<file path="config.mk">
export PLATFORM = sky130hd
export DESIGN_NAME = cmp_layer_ctrl
export DESIGN_NICKNAME = d
export VERILOG_FILES = /design/src/rtl/cmp_layer_ctrl.sv
export SDC_FILE = /design/constraint.sdc
export NUM_CORES = 1
export LEC_CHECK = 0
export ABC_AREA = 1
export BUFFER_PORTS_ARGS = -buffer_cell sky130_fd_sc_hd__buf_2
export CORE_AREA = 5 5 532 534
export DETAILED_ROUTE_END_ITERATION = 16
export DIE_AREA = 0 0 537 539
export HOLD_SLACK_MARGIN = 0.05
export MAX_ROUTING_LAYER = met4
export PLACE_DENSITY_LB_ADDON = 0.05
export SETUP_SLACK_MARGIN = 0.5
export SYNTH_ARGS = -nofsm -noshare
export SYNTH_HDL_FRONTEND = slang
export SYNTH_SLANG_ARGS = --single-unit
</file>
<file path="constraint.sdc">
create_clock -name clock -period 2.2 [get_ports clock]
set_input_delay 0.44 -clock clock [delete_from_list [all_inputs] [get_ports clock]]
set_output_delay 0.44 -clock clock [all_outputs]
set_load 0.05 [all_outputs]
</file>
<file path="src/rtl/cmp_layer_ctrl.sv">
// Sequencer for the SIZE x SIZE sparse outer-product layer: clear, operand fetch, flush, row drain.
// Define CMP_CTRL_PERF_EN to build the busy-cycle and zero-step performance counters.
module cmp_layer_ctrl #(
    parameter int unsigned DATA_WID = 16,
    parameter int unsigned SIZE     = 8,
    parameter int unsigned K_WID    = 10,
    parameter int unsigned ADDR_WID = 10,
    parameter int unsigned PIPE_LAT = 3
) (
    input  logic                     clock,
    input  logic                     rst,
    input  logic                     start,
    input  logic [K_WID-1:0]         k_len,
    input  logic [ADDR_WID-1:0]      w_base,
    input  logic [ADDR_WID-1:0]      p_base,
    output logic                     busy,
    output logic                     done,
    output logic                     err,
    output logic                     buf_rd_en,
    output logic [ADDR_WID-1:0]      w_addr,
    output logic [ADDR_WID-1:0]      p_addr,
    input  logic [SIZE*DATA_WID-1:0] w_data,
    input  logic [SIZE*DATA_WID-1:0] p_data,
    output logic                     acc_clr,
    output logic [SIZE*DATA_WID-1:0] weights_out,
    output logic [SIZE*DATA_WID-1:0] pixels_out,
    output logic [$clog2(SIZE)-1:0]  row_sel,
    input  logic [SIZE*48-1:0]       psum_row_in,
    output logic                     out_valid,
    input  logic                     out_ready,
    output logic [$clog2(SIZE)-1:0]  out_row,
    output logic [SIZE*48-1:0]       out_data,
    output logic [31:0]              perf_cycles,
    output logic [K_WID-1:0]         perf_zero_steps
);

    localparam int unsigned RowWid   = $clog2(SIZE);
    localparam int unsigned FlushCyc = 2 + PIPE_LAT;
    localparam int unsigned FlushWid = $clog2(FlushCyc + 1);
    localparam logic [RowWid-1:0]   LastRow   = RowWid'(SIZE - 1);
    localparam logic [FlushWid-1:0] LastFlush = FlushWid'(FlushCyc - 1);

    typedef enum logic [2:0] {
        StIdle,
        StClear,
        StFetch,
        StFlush,
        StDrain,
        StDone
    } state_e;

    state_e              state_q;
    logic [K_WID-1:0]    k_len_q;
    logic [K_WID-1:0]    step_q;
    logic [ADDR_WID-1:0] w_base_q;
    logic [ADDR_WID-1:0] p_base_q;
    logic [FlushWid-1:0] flush_q;
    logic                rd_v_q;
    logic                start_ok;

    assign start_ok = (state_q == StIdle) && start && (k_len != '0);
    assign out_row  = row_sel;
    // Gated so the drain bus reads zero outside DRAIN, including under reset.
    assign out_data = out_valid ? psum_row_in : '0;

    always_ff @(posedge clock) begin
        if (rst) begin
            state_q   <= StIdle;
            k_len_q   <= '0;
            step_q    <= '0;
            w_base_q  <= '0;
            p_base_q  <= '0;
            flush_q   <= '0;
            busy      <= 1'b0;
            done      <= 1'b0;
            err       <= 1'b0;
            acc_clr   <= 1'b0;
            buf_rd_en <= 1'b0;
            w_addr    <= '0;
            p_addr    <= '0;
            row_sel   <= '0;
            out_valid <= 1'b0;
        end else begin
            acc_clr <= 1'b0;
            done    <= 1'b0;
            err     <= 1'b0;
            case (state_q)
                StIdle: begin
                    if (start_ok) begin
                        k_len_q  <= k_len;
                        w_base_q <= w_base;
                        p_base_q <= p_base;
                        busy     <= 1'b1;
                        acc_clr  <= 1'b1;
                        state_q  <= StClear;
                    end else if (start) begin
                        err <= 1'b1;
                    end
                end
                StClear: begin
                    step_q    <= '0;
                    w_addr    <= w_base_q;
                    p_addr    <= p_base_q;
                    buf_rd_en <= 1'b1;
                    state_q   <= StFetch;
                end
                StFetch: begin
                    if (step_q == k_len_q - K_WID'(1)) begin
                        buf_rd_en <= 1'b0;
                        flush_q   <= '0;
                        state_q   <= StFlush;
                    end else begin
                        step_q <= step_q + K_WID'(1);
                        w_addr <= w_addr + ADDR_WID'(1);
                        p_addr <= p_addr + ADDR_WID'(1);
                    end
                end
                StFlush: begin
                    // Covers buffer latency, operand register and the layer pipeline.
                    if (flush_q == LastFlush) begin
                        row_sel   <= '0;
                        out_valid <= 1'b1;
                        state_q   <= StDrain;
                    end else begin
                        flush_q <= flush_q + FlushWid'(1);
                    end
                end
                StDrain: begin
                    if (out_ready) begin
                        if (row_sel == LastRow) begin
                            out_valid <= 1'b0;
                            done      <= 1'b1;
                            state_q   <= StDone;
                        end else begin
                            row_sel <= row_sel + RowWid'(1);
                        end
                    end
                end
                StDone: begin
                    busy    <= 1'b0;
                    state_q <= StIdle;
                end
                default: state_q <= StIdle;
            endcase
        end
    end

    // Idle cycles present zero operands so the units' zero-skip suppresses updates.
    always_ff @(posedge clock) begin
        if (rst) begin
            rd_v_q      <= 1'b0;
            weights_out <= '0;
            pixels_out  <= '0;
        end else begin
            rd_v_q      <= buf_rd_en;
            weights_out <= rd_v_q ? w_data : '0;
            pixels_out  <= rd_v_q ? p_data : '0;
        end
    end

`ifdef CMP_CTRL_PERF_EN
    always_ff @(posedge clock) begin
        if (rst) begin
            perf_cycles     <= '0;
            perf_zero_steps <= '0;
        end else if (start_ok) begin
            perf_cycles     <= '0;
            perf_zero_steps <= '0;
        end else begin
            if (busy && (perf_cycles != '1)) begin
                perf_cycles <= perf_cycles + 32'd1;
            end
            if (rd_v_q && ((w_data == '0) || (p_data == '0))) begin
                perf_zero_steps <= perf_zero_steps + K_WID'(1);
            end
        end
    end
`else
    assign perf_cycles     = '0;
    assign perf_zero_steps = '0;
`endif

endmodule

</file>
==> flow_summary.ini, run 1 <==
[synthesis]
ys_seq_area_frac = 0.458
synth-main-ff-cell = dfxtp_1
async_flop_share = 0
ys_types = 34
syn_avg_cell_area_um2 = 6.49
synthAdderAreaFrac = 0.00689
ys_warn_count = 0
synth-xor-area-share = 0.0145
synth-compound-area-share = 0.0322
ys_seq_elements = 332
syn_area_um2 = 14500
syn_inst = 2238
synth-simple-area-share = 0.254
synth_top_family_by_area = simple AND/OR/NAND/NOR gates
synthMuxAreaShare = 0.00551
synth-edff-count = 0

[status]
lastStage = detailed routing (5_2_route)
error = [ERROR DRT-0255] Maze Route cannot find path of net psum_row_in[279] in worker of routeBox ( 483000 241500 ) ( 537000 289800 ).
status = did not finish

[clocking]
cts_sinks = 332
cts_buffers = 47
cts-root-buf = clkbuf_16
max-clock-path-buffers = 3
htreeDepth = 2

[placement]
dp_hpwl_um = 183000
gp_congestion = 0.942
port-buffer-count = 1345

[floorplan]
initial_utilization = 0.0522
num_io_pins = 1388
row_count = 194
die_h_um = 539
die_width_um = 537

[grt]
grt_usage = 0.139
overflow = 0
grt_max_degree = 68
grt_pass1_wl_um = 250000
grt_pass1_vias = 20800
grt_antenna_before_repair = 167

[timing]
crit_endpoint = out_data[226]
worst-ep-kind = primary output
[repair_timing]
action / CTS / global route
pin swaps: 0 / 38
endpoints found under the hold margin: 271 / 0
gates resized for setup: 196 / 1384
cloned: 9 / 47
setup buffers: 8 / 72
hold buffers: 271 / 0
setup endpoints to repair: 685 / 683
[synth_stat cells, types with 3 or more instances]
cell / n / area, um2
nor3_1: 7 / 35.0
ha_1: 8 / 100
dfxtp_1: 332 / 6650
nor2_2: 11 / 68.8
nand2_1: 497 / 1870
nand2_2: 3 / 18.8
nor4_1: 3 / 18.8
clkbuf_1: 86 / 323
nand3_1: 51 / 255
a21oi_1: 39 / 195
mux2i_1: 8 / 80.1
xnor2_1: 9 / 78.8
buf_6: 3 / 33.8
buf_4: 48 / 360
a31oi_1: 3 / 18.8
buf_2: 4 / 20.0
nor2_1: 364 / 1370
inv_1: 681 / 2560
o21ai_0: 46 / 230
inv_2: 3 / 11.3
xor2_1: 15 / 131
[routing by layer]
metal / global-route usage
met1: 0.163
met2: 0.246
met3: 0.0312
met4: 0.0231
met5: -
[cells by family after synthesis]
family / count (synthesis)
AOI/OAI and AO/OA: 91
other: 1
muxes: 8
and+or+nand+nor: 945
xor gates and xnor gates: 24
buffers and inverters: 829
adders and majority gates: 8
DFF: 332
[stage by stage]
| step | cell area, um2 | setup WS [ps] | setup TNS, ps | cells | hold slack [ps] |
|---|---|---|---|---|---|
| floorplan | 15700 | 233 | 0 | 2279 | 425 |
| global placement | 31100 | 53.9 | 0 | 7306 | 477 |
| detailed placement | 31100 | 107 | 0 | 7306 | 485 |
| CTS | 36300 | -384 | -101290 | 7679 | 53.4 |
| global route | 42600 | -366 | -106950 | 7818 | 69.8 |
==> run 2: changes to the inputs <==
--- a/config.mk
+++ b/config.mk
@@ -10,10 +10,7 @@
 export CORE_AREA = 5 5 532 534
 export DETAILED_ROUTE_END_ITERATION = 16
 export DIE_AREA = 0 0 537 539
-export HOLD_SLACK_MARGIN = 0.05
-export MAX_ROUTING_LAYER = met4
-export PLACE_DENSITY_LB_ADDON = 0.05
-export SETUP_SLACK_MARGIN = 0.5
+export PLACE_DENSITY_LB_ADDON = 0.15
 export SYNTH_ARGS = -nofsm -noshare
 export SYNTH_HDL_FRONTEND = slang
 export SYNTH_SLANG_ARGS = --single-unit
==> run 2 against run 1 <==
The flow now finishes, with violations (negative setup slack); synthesized cell count stayed put; global-route usage is 1.8 points higher; synthesized area stayed put.
==> flow_summary.ini, run 2 <==
[status]
status = complete, but fails checks
violations = negative setup slack

[drt]
wl_met2_um = 140000
totalWireLength_um = 238000
drt_first_pass_iters = 5
initialDrtViolationCount = 906
ant_nets = 0
route.detailed.drc = 0
topRoutingLayerUsed = met5
wire_per_inst_um = 30.0
met3_length_um = 21700
dr_total_vias = 21400
via_per_inst = 2.69
m1WireLength_um = 60100

[worst_hold_path]
hold_class = in2reg

[synthesis]
yosysTopAreaCell = dfxtp_1
ys_warn_count = 0
async_flop_share = 0
syn_area_um2 = 14500
synthMostInstantiatedCell = inv_1
synth_common_cells = inv_1 (681), nand2_1 (497), nor2_1 (364)
ys_types = 34
synth-main-ff-cell = dfxtp_1
ys_seq_elements = 332
synthTopCellsByArea = dfxtp_1 (46%), inv_1 (18%), nand2_1 (13%), nor2_1 (9.4%), buf_4 (2.5%)
syn_avg_cell_area_um2 = 6.49
syn_inst = 2238
synth-edff-count = 0
yosysTopAreaCellShare = 0.458
ys_seq_area_frac = 0.458

[finish]
fillers = 32400
layout-drive-gt1-share = 0.484
reg_top3 = pixels_out: 128 flops, weights_out: 128 flops
post-route-util = 0.134
area_delta_synth_final_pct = 157
final_cell_area_um2 = 37300
final_cell_mix = buf_2 (990), inv_1 (487), nand2_1 (391)
final_common_cell = buf_2
nets = 4542

[timing]
final-setup-viol-count = 383
finalCriticalPeriod_ps = 2480
finalCritPeriodShare = 1.13
final_hold_viol_count = 0
grt_setup_unrepaired = yes
drv_slew = 0
worst_pin_slew_ps = 602
clock_skew_ps = 45.2
fmax_mhz = 403
layout_setup_ws_ps = -280
max-slew-margin-rel = 0.598

[clocking]
insertion_delay_ps = 650
cts_sinks = 332
cts_tree = yes
max-clock-path-buffers = 3
cts_buffers = 48
cts-root-buf = clkbuf_16
clkTransAtPathRegs_ps = 60
htreeDepth = 2

[floorplan]
dieArea_um2 = 289000
initial_utilization = 0.0522
row_count = 194
die_h_um = 539
num_io_pins = 1388
coreArea_um2 = 278000
die_width_um = 537

[power_and_ir_drop]
leakagePower_nw = 19.6
power-per-cell-area_nw_per_um2 = 596
power_mw = 22.3
vdd_drop_max_v = 0.000614

[placement]
port-buffer-count = 1345
gp_congestion = 0.944
place_worst_setup_slack_ps = 129
dpl-instance-area_um2 = 30500
dp_hpwl_um = 215000

[grt]
grt_pass1_vias = 22100
grt_antenna_before_repair = 254
grt_pass1_wl_um = 283000
overflow = 0
grt_max_degree = 47
grt_usage = 0.157

[setup_path]
cp-start-kind = register
cp-end-kind = output pin
critPathKind = reg2out
cp.required_ps = 1760
crit_fanout = 9
arrival_ps = 2040

[run]
cap_violations = 0
[run 2: cell counts after synthesis]
No cell type changed its count.
[run 2: cell families after synthesis]
| family | synth area share |
|---|---|
| simple gates | 0.254 |
| buf+inv | 0.229 |
| flops | 0.458 |
| compound gates | 0.0322 |
| xor+xnor | 0.0145 |
| fa+ha+maj | 0.00689 |
| mux | 0.00551 |
| other cells | 0.000258 |
[run 2: stage by stage]
step                      std cells  hold slack [ps]  TNS (ps)
after floorplan                2279              425         0
after global placement         7296              451         0
after detailed placement       7296              458         0
after CTS                      7602             1.16   -120350
after global routing           7833             34.3   -107810
final                          7940             66.0    -63620
[run 2: power by group]
| part | internal, mW | switching (mW) | total [mW] |
|---|---|---|---|
| clock network | 5.08 | 3.33 | 8.41 |
| logic | 2.01 | 4.58 | 6.60 |
| registers | 6.67 | 0.590 | 7.26 |
| total | 13.8 | 8.50 | 22.3 |
[run 2: worst max-delay path, cell delays in order, from the launching register on]
cell	delay [ps]
dfxtp_4	450
buf_12	170
buf_16	170
buf_12	130
buf_12	150
nand2_4	70
inv_4	60
buf_12	130
[run 2: path summary, 6_finish.rpt]
kind	start	to	slack, ps	cells past startpoint
max reg2reg	k_len_q[0]	p_addr[9]	100	15
max	out_valid	out_data[213]	-280	7
min	p_data[94]	pixels_out[94]	70	3
min reg2reg	w_base_q[7]	w_base_q[7]	460	2
[run 2: final cells by class]
| class | count | area [um2] | area share |
|---|---|---|---|
| Antenna cell | 320 | 801 | 0.0214 |
| Multi-Input combinational cell | 1118 | 5300 | 0.142 |
| Inverter | 686 | 2700 | 0.0722 |
| Clock buffer | 69 | 1420 | 0.0381 |
| Timing Repair Buffer | 1674 | 15600 | 0.417 |
| Clock inverter | 17 | 253 | 0.00677 |
| Sequential cell | 332 | 6650 | 0.178 |
| Tap cell | 3724 | 4660 | 0.125 |
[run 2: metal layers]
layer,global-route usage,vias up
met5,0,-
met3,0.0609,476
met2,0.333,1304
li1,-,9724
met1,0.112,9782
met4,0.0847,92
[run 2: timing repair]
item | CTS | global route
hold buffers | 189 | 0
pin swaps | 0 | 1
setup endpoints to repair | 385 | 421
endpoints found under the hold margin | 189 | 0
resized for setup | 359 | 327
cloned | 15 | 10
setup buffers | 16 | 15
No activity file was read; power rests on OpenSTA's default activity.
==> run 3: changes to the inputs <==
--- a/config.mk
+++ b/config.mk
@@ -11,6 +11,8 @@
 export DETAILED_ROUTE_END_ITERATION = 16
 export DIE_AREA = 0 0 537 539
 export PLACE_DENSITY_LB_ADDON = 0.15
+export SETUP_SLACK_MARGIN = 0.3
+export SKIP_CTS_REPAIR_TIMING = 1
 export SYNTH_ARGS = -nofsm -noshare
 export SYNTH_HDL_FRONTEND = slang
 export SYNTH_SLANG_ARGS = --single-unit
==> run 3 against run 2 <==
The flow still finishes with violations (negative setup slack); global-route usage down 5.0 points; final cell count down 3.8%; total power up 1.4%; sequential cell count unchanged; sequential power down 2%; register-to-register slack better by 40 ps; die area unchanged.
==> flow_summary.ini, run 3 (same netlist as run 2, synthesis figures left out) <==
[drt]
initialDrtViolationCount = 798
route.detailed.drc = 0
dr_total_vias = 19700
via_per_inst = 2.58
totalWireLength_um = 168000
wire_per_inst_um = 22.0
drt_first_pass_iters = 5
ant_nets = 0

[setup_path]
cp.required_ps = 1760
cp-end-kind = output pin
slowest_delay_ps = 430
r2r-start = k_len_q[0]
cp_slowest_cell = dfxtp_4
r2r_cells = 15
critPathKind = reg2out
crit_fanout = 18
path_cells = buf_12 > buf_12 > nand2_1 > inv_1 > clkbuf_4
arrival_ps = 2120
worst_path_most_repeated_cell = buf_12
r2r-end = p_addr[9]
cp-start-kind = register
reg2reg_slack_ps = 140

[placement]
port-buffer-count = 1345
gp_congestion = 0.998
dpl.cell_count = 7263
place_worst_setup_slack_ps = 61.1
dp_hpwl_um = 146000

[grt]
grt_antenna_before_repair = 171
grt_usage = 0.107
grt_max_degree = 104
grt_pass1_vias = 19000
grt_pass1_wl_um = 204000
overflow = 0

[status]
status = complete, but fails checks
violations = negative setup slack

[timing]
max-slew-margin-rel = 0.591
grt_setup_unrepaired = yes
final_hold_viol_count = 0
layout_setup_ws_ps = -364
finalCritPeriodShare = 1.17
drv_slew = 0
final-setup-viol-count = 385
finalCriticalPeriod_ps = 2560
worst_pin_slew_ps = 614
clock_skew_ps = 91.1
fmax_mhz = 390

[floorplan]
row_count = 194
initial_utilization = 0.0522
die_width_um = 537
dieArea_um2 = 289000
num_io_pins = 1388
coreArea_um2 = 278000
die_h_um = 539

[finish]
final_common_cell = buf_2
area_delta_synth_final_pct = 133
nets = 4539
stdcell_count = 7637
final_cell_mix = buf_2 (1092), nand2_1 (448), nor2_1 (364)
layout-drive-gt1-share = 0.493
reg_top3 = pixels_out: 128 flops, weights_out: 128 flops

[clocking]
insertion_delay_ps = 700
clkTransAtPathRegs_ps = 80
htreeDepth = 2
cts_sinks = 332
cts_tree = yes
cts-root-buf = clkbuf_16
cts_buffers = 51
max-clock-path-buffers = 3

[worst_hold_path]
holdPathEnd = w_base_q[0]
worstHoldPathCells = 3
hp-start = w_base[0]
hold_class = in2reg

[power_and_ir_drop]
power-per-cell-area_nw_per_um2 = 667
leakagePower_nw = 15.6
vdd_drop_max_v = 0.000634

[run]
cap_violations = 0
[run 3: layout make-up]
cell class / instances / area (um2)
multi-input cells: 1118 / 4980
diodes: 17 / 42.5
inverters: 686 / 3780
flip-flops and latches: 332 / 6650
clock buffers: 71 / 1430
fillers: 32400 / 244000
well taps: 3724 / 4660
repair buffers: 1668 / 12000
clock inverters: 21 / 343
[run 3: power by group]
part | leakage (nW) | switching [mW] | internal, mW
sequential | 2.69 | 0.482 | 6.67
combinational | 12.1 | 4.50 | 2.03
clock | 0.855 | 3.62 | 5.28
total | 15.6 | 8.60 | 14.0
[run 3: how the worst max path moves through the flow]
stage | end | slack (ps) | from | cells past startpoint
after floorplan | out_data[133] | 170 | out_valid | 5
after global placement | p_addr[9] | 30 | k_len_q[0] | 15
after detailed placement | out_data[98] | 60 | out_valid | 4
after CTS | out_data[98] | -810 | out_valid | 4
after global routing | out_data[244] | -450 | out_valid | 5
final | out_data[17] | -360 | out_valid | 5
[run 3: metrics by stage]
step                      instance area, um2  TNS [ps]  hold WS (ps)  utilization  total power [mW]
after CTS                              29800   -171210          -170        0.107              23.0
after detailed placement               28000         0           466        0.101              13.6
after floorplan                        15900         0           425            -              11.0
after global routing                   33900   -139720         -1.29        0.122              24.0
after global placement                 28000         0           463        0.101              13.7
final                                  33900    -71320          23.4        0.122              22.6
[run 3: routing by layer]
layer | track usage | share of wire
met1 | 0.122 | 0.40
met2 | 0.182 | 0.47
met3 | 0.0466 | 0.096
met4 | 0.0266 | 0.033
met5 | 0 | 0.0025
[run 3: worst max-delay path, delay by kind of cell (launching register included)]
kind	cells	cell delay (ps)
flops	1	430
simple gates	1	70
buf+inv	4	880
==> run 4: changes to the inputs <==
--- a/config.mk
+++ b/config.mk
@@ -11,6 +11,7 @@
 export DETAILED_ROUTE_END_ITERATION = 16
 export DIE_AREA = 0 0 537 539
 export PLACE_DENSITY_LB_ADDON = 0.15
+export REMOVE_ABC_BUFFERS = 1
 export SETUP_SLACK_MARGIN = 0.3
 export SKIP_CTS_REPAIR_TIMING = 1
 export SYNTH_ARGS = -nofsm -noshare
==> constraint.sdc (replaced) <==
create_clock -name clock -period 2.7 [get_ports clock]
set_input_delay 0.54 -clock clock [delete_from_list [all_inputs] [get_ports clock]]
set_output_delay 0.54 -clock clock [all_outputs]
set_load 0.05 [all_outputs]
==> run 4 against run 3 <==
The flow now finishes without violations; final area shrank 13%; final cell count down 2.6%; non-clock buffer count shrank 217; register-to-register slack better by 320 ps; largest cell class unchanged; highest routed layer unchanged; via count down 4.0%; global-route usage increased by 0.19 points; critical path depth is 1 higher.
==> flow_summary.ini, run 4 (same netlist as run 2, synthesis figures left out) <==
[timing]
finalCritPeriodShare = 0.966
worst_pin_slew_ps = 733
drv_slew = 0
fmax_mhz = 384
final_hold_viol_count = 0
finalSetupTns_ps = 0
clock_skew_ps = 110
max-slew-margin-rel = 0.512
finalCriticalPeriod_ps = 2610
final-setup-viol-count = 0
grt_setup_unrepaired = yes
timing.hold.ws_ps = 36.3

[grt]
overflow = 0
grt_usage = 0.109
grt_pass1_wl_um = 204000
grt_max_degree = 104
grt_pass1_vias = 18700
grt_antenna_before_repair = 215

[worst_hold_path]
hp-start = w_data[0]
hold_class = in2reg

[power_and_ir_drop]
power_frac_comb = 0.277
pwr-share-clk = 0.402
power_mw = 18.1
vdd_drop_max_v = 0.000540
seq_power_share = 0.321
p_switching_mw = 7.01
switching_share = 0.387
power-per-cell-area_nw_per_um2 = 616
p_int_mw = 11.1
leakagePower_nw = 17.6

[clocking]
cts_tree = yes
cts_buffers = 52
max-clock-path-buffers = 3
cts_sinks = 332
htreeDepth = 2
insertion_delay_ps = 730
cts-root-buf = clkbuf_16
clkTransAtPathRegs_ps = 80

[finish]
final_cell_area_um2 = 29500
final_common_cell = buf_2
nets = 4323
fillers = 32900
reg_top3 = pixels_out: 128 flops, weights_out: 128 flops
layout-drive-gt1-share = 0.423
multi_input_area_um2 = 4790
area_delta_synth_final_pct = 103
regArea_um2 = 6650
final_cell_mix = buf_2 (1187), inv_1 (664), nand2_1 (483)
post-route-util = 0.106

[setup_path]
cp-end-kind = output pin
crit_fanout = 13
cp.required_ps = 2160
startpoint = out_valid
critPathKind = reg2out
cp-start-kind = register
r2r-start = k_len_q[0]
arrival_ps = 2070

[floorplan]
coreArea_um2 = 278000
num_io_pins = 1388
die_width_um = 537
initial_utilization = 0.0522
dieArea_um2 = 289000
die_h_um = 539
row_count = 194

[placement]
dp_hpwl_um = 149000
port-buffer-count = 1345
gp_congestion = 0.941
dpl-instance-area_um2 = 26300

[drt]
via_per_inst = 2.54
totalWireLength_um = 169000
initialDrtViolationCount = 856
ant_nets = 0
route.detailed.drc = 0
wire_per_inst_um = 22.7
drt_first_pass_iters = 5
dr_total_vias = 18900

[run]
cap_violations = 0

[status]
status = finished clean
run 4: changes by cell type in the layout (fill, tap and decap cells not counted), moves of 32 or more:
cell	before	now
dlygate4sd3_1	241	34
clkinvlp_4	324	6
buf_2	1092	1187
inv_1	339	664
clkbuf_4	120	88
nand2_1	448	483
buf_12	80	45
run 4: path summary, 6_finish.rpt:
check | cells after the start | slack (ps) | to
worst max-delay path | 6 | 90 | out_data[106]
worst min-delay path | 3 | 40 | weights_out[0]
worst max register to register | 15 | 460 | p_addr[9]
worst min register to register | 2 | 460 | rd_v_q
run 4: worst max-delay path, stage by stage, from the launching register on:
cell and delay, ps:
dfxtp_4 450, buf_4 180, buf_4 110, buf_4 170, nand2_1 150, inv_1 100
buf_6 160
run 4: power by group through the flow:
| stage | Combinational, mW | Sequential, mW | Clock [mW] |
|---|---|---|---|
| finish | 5.02 | 5.82 | 7.30 |
| detailed placement | 5.16 | 5.93 | 0 |
| CTS | 5.17 | 5.83 | 7.78 |
| floorplan | 1.79 | 7.10 | 0 |
| global route | 5.53 | 5.89 | 7.90 |
| global placement | 5.22 | 5.94 | 0 |
run 4: cell type report:
type | count | area share
repair buffers | 1451 | 0.302
flip-flops and latches | 332 | 0.226
multi-input cells | 1118 | 0.163
well taps | 3724 | 0.158
inverters | 686 | 0.0880
clock buffers | 69 | 0.0497
clock inverters | 25 | 0.0114
diodes | 32 | 0.00272
run 4: routing by layer:
layer / vias to the layer above / GRT usage / share of wire
met1: 8405 / 0.117 / 0.38
met2: 1056 / 0.180 / 0.46
met4: 174 / 0.0152 / 0.015
met3: 332 / 0.0729 / 0.14
li1: 8959 / - / -
met5: - / 0 / 0.0067
run 4: metrics by stage:
step                cells  setup WS [ps]
finish               7437           92.6
global route         7413          -39.2
CTS                  7351           -416
detailed placement   7257            459
global placement     7257            388
floorplan            2136          -5030
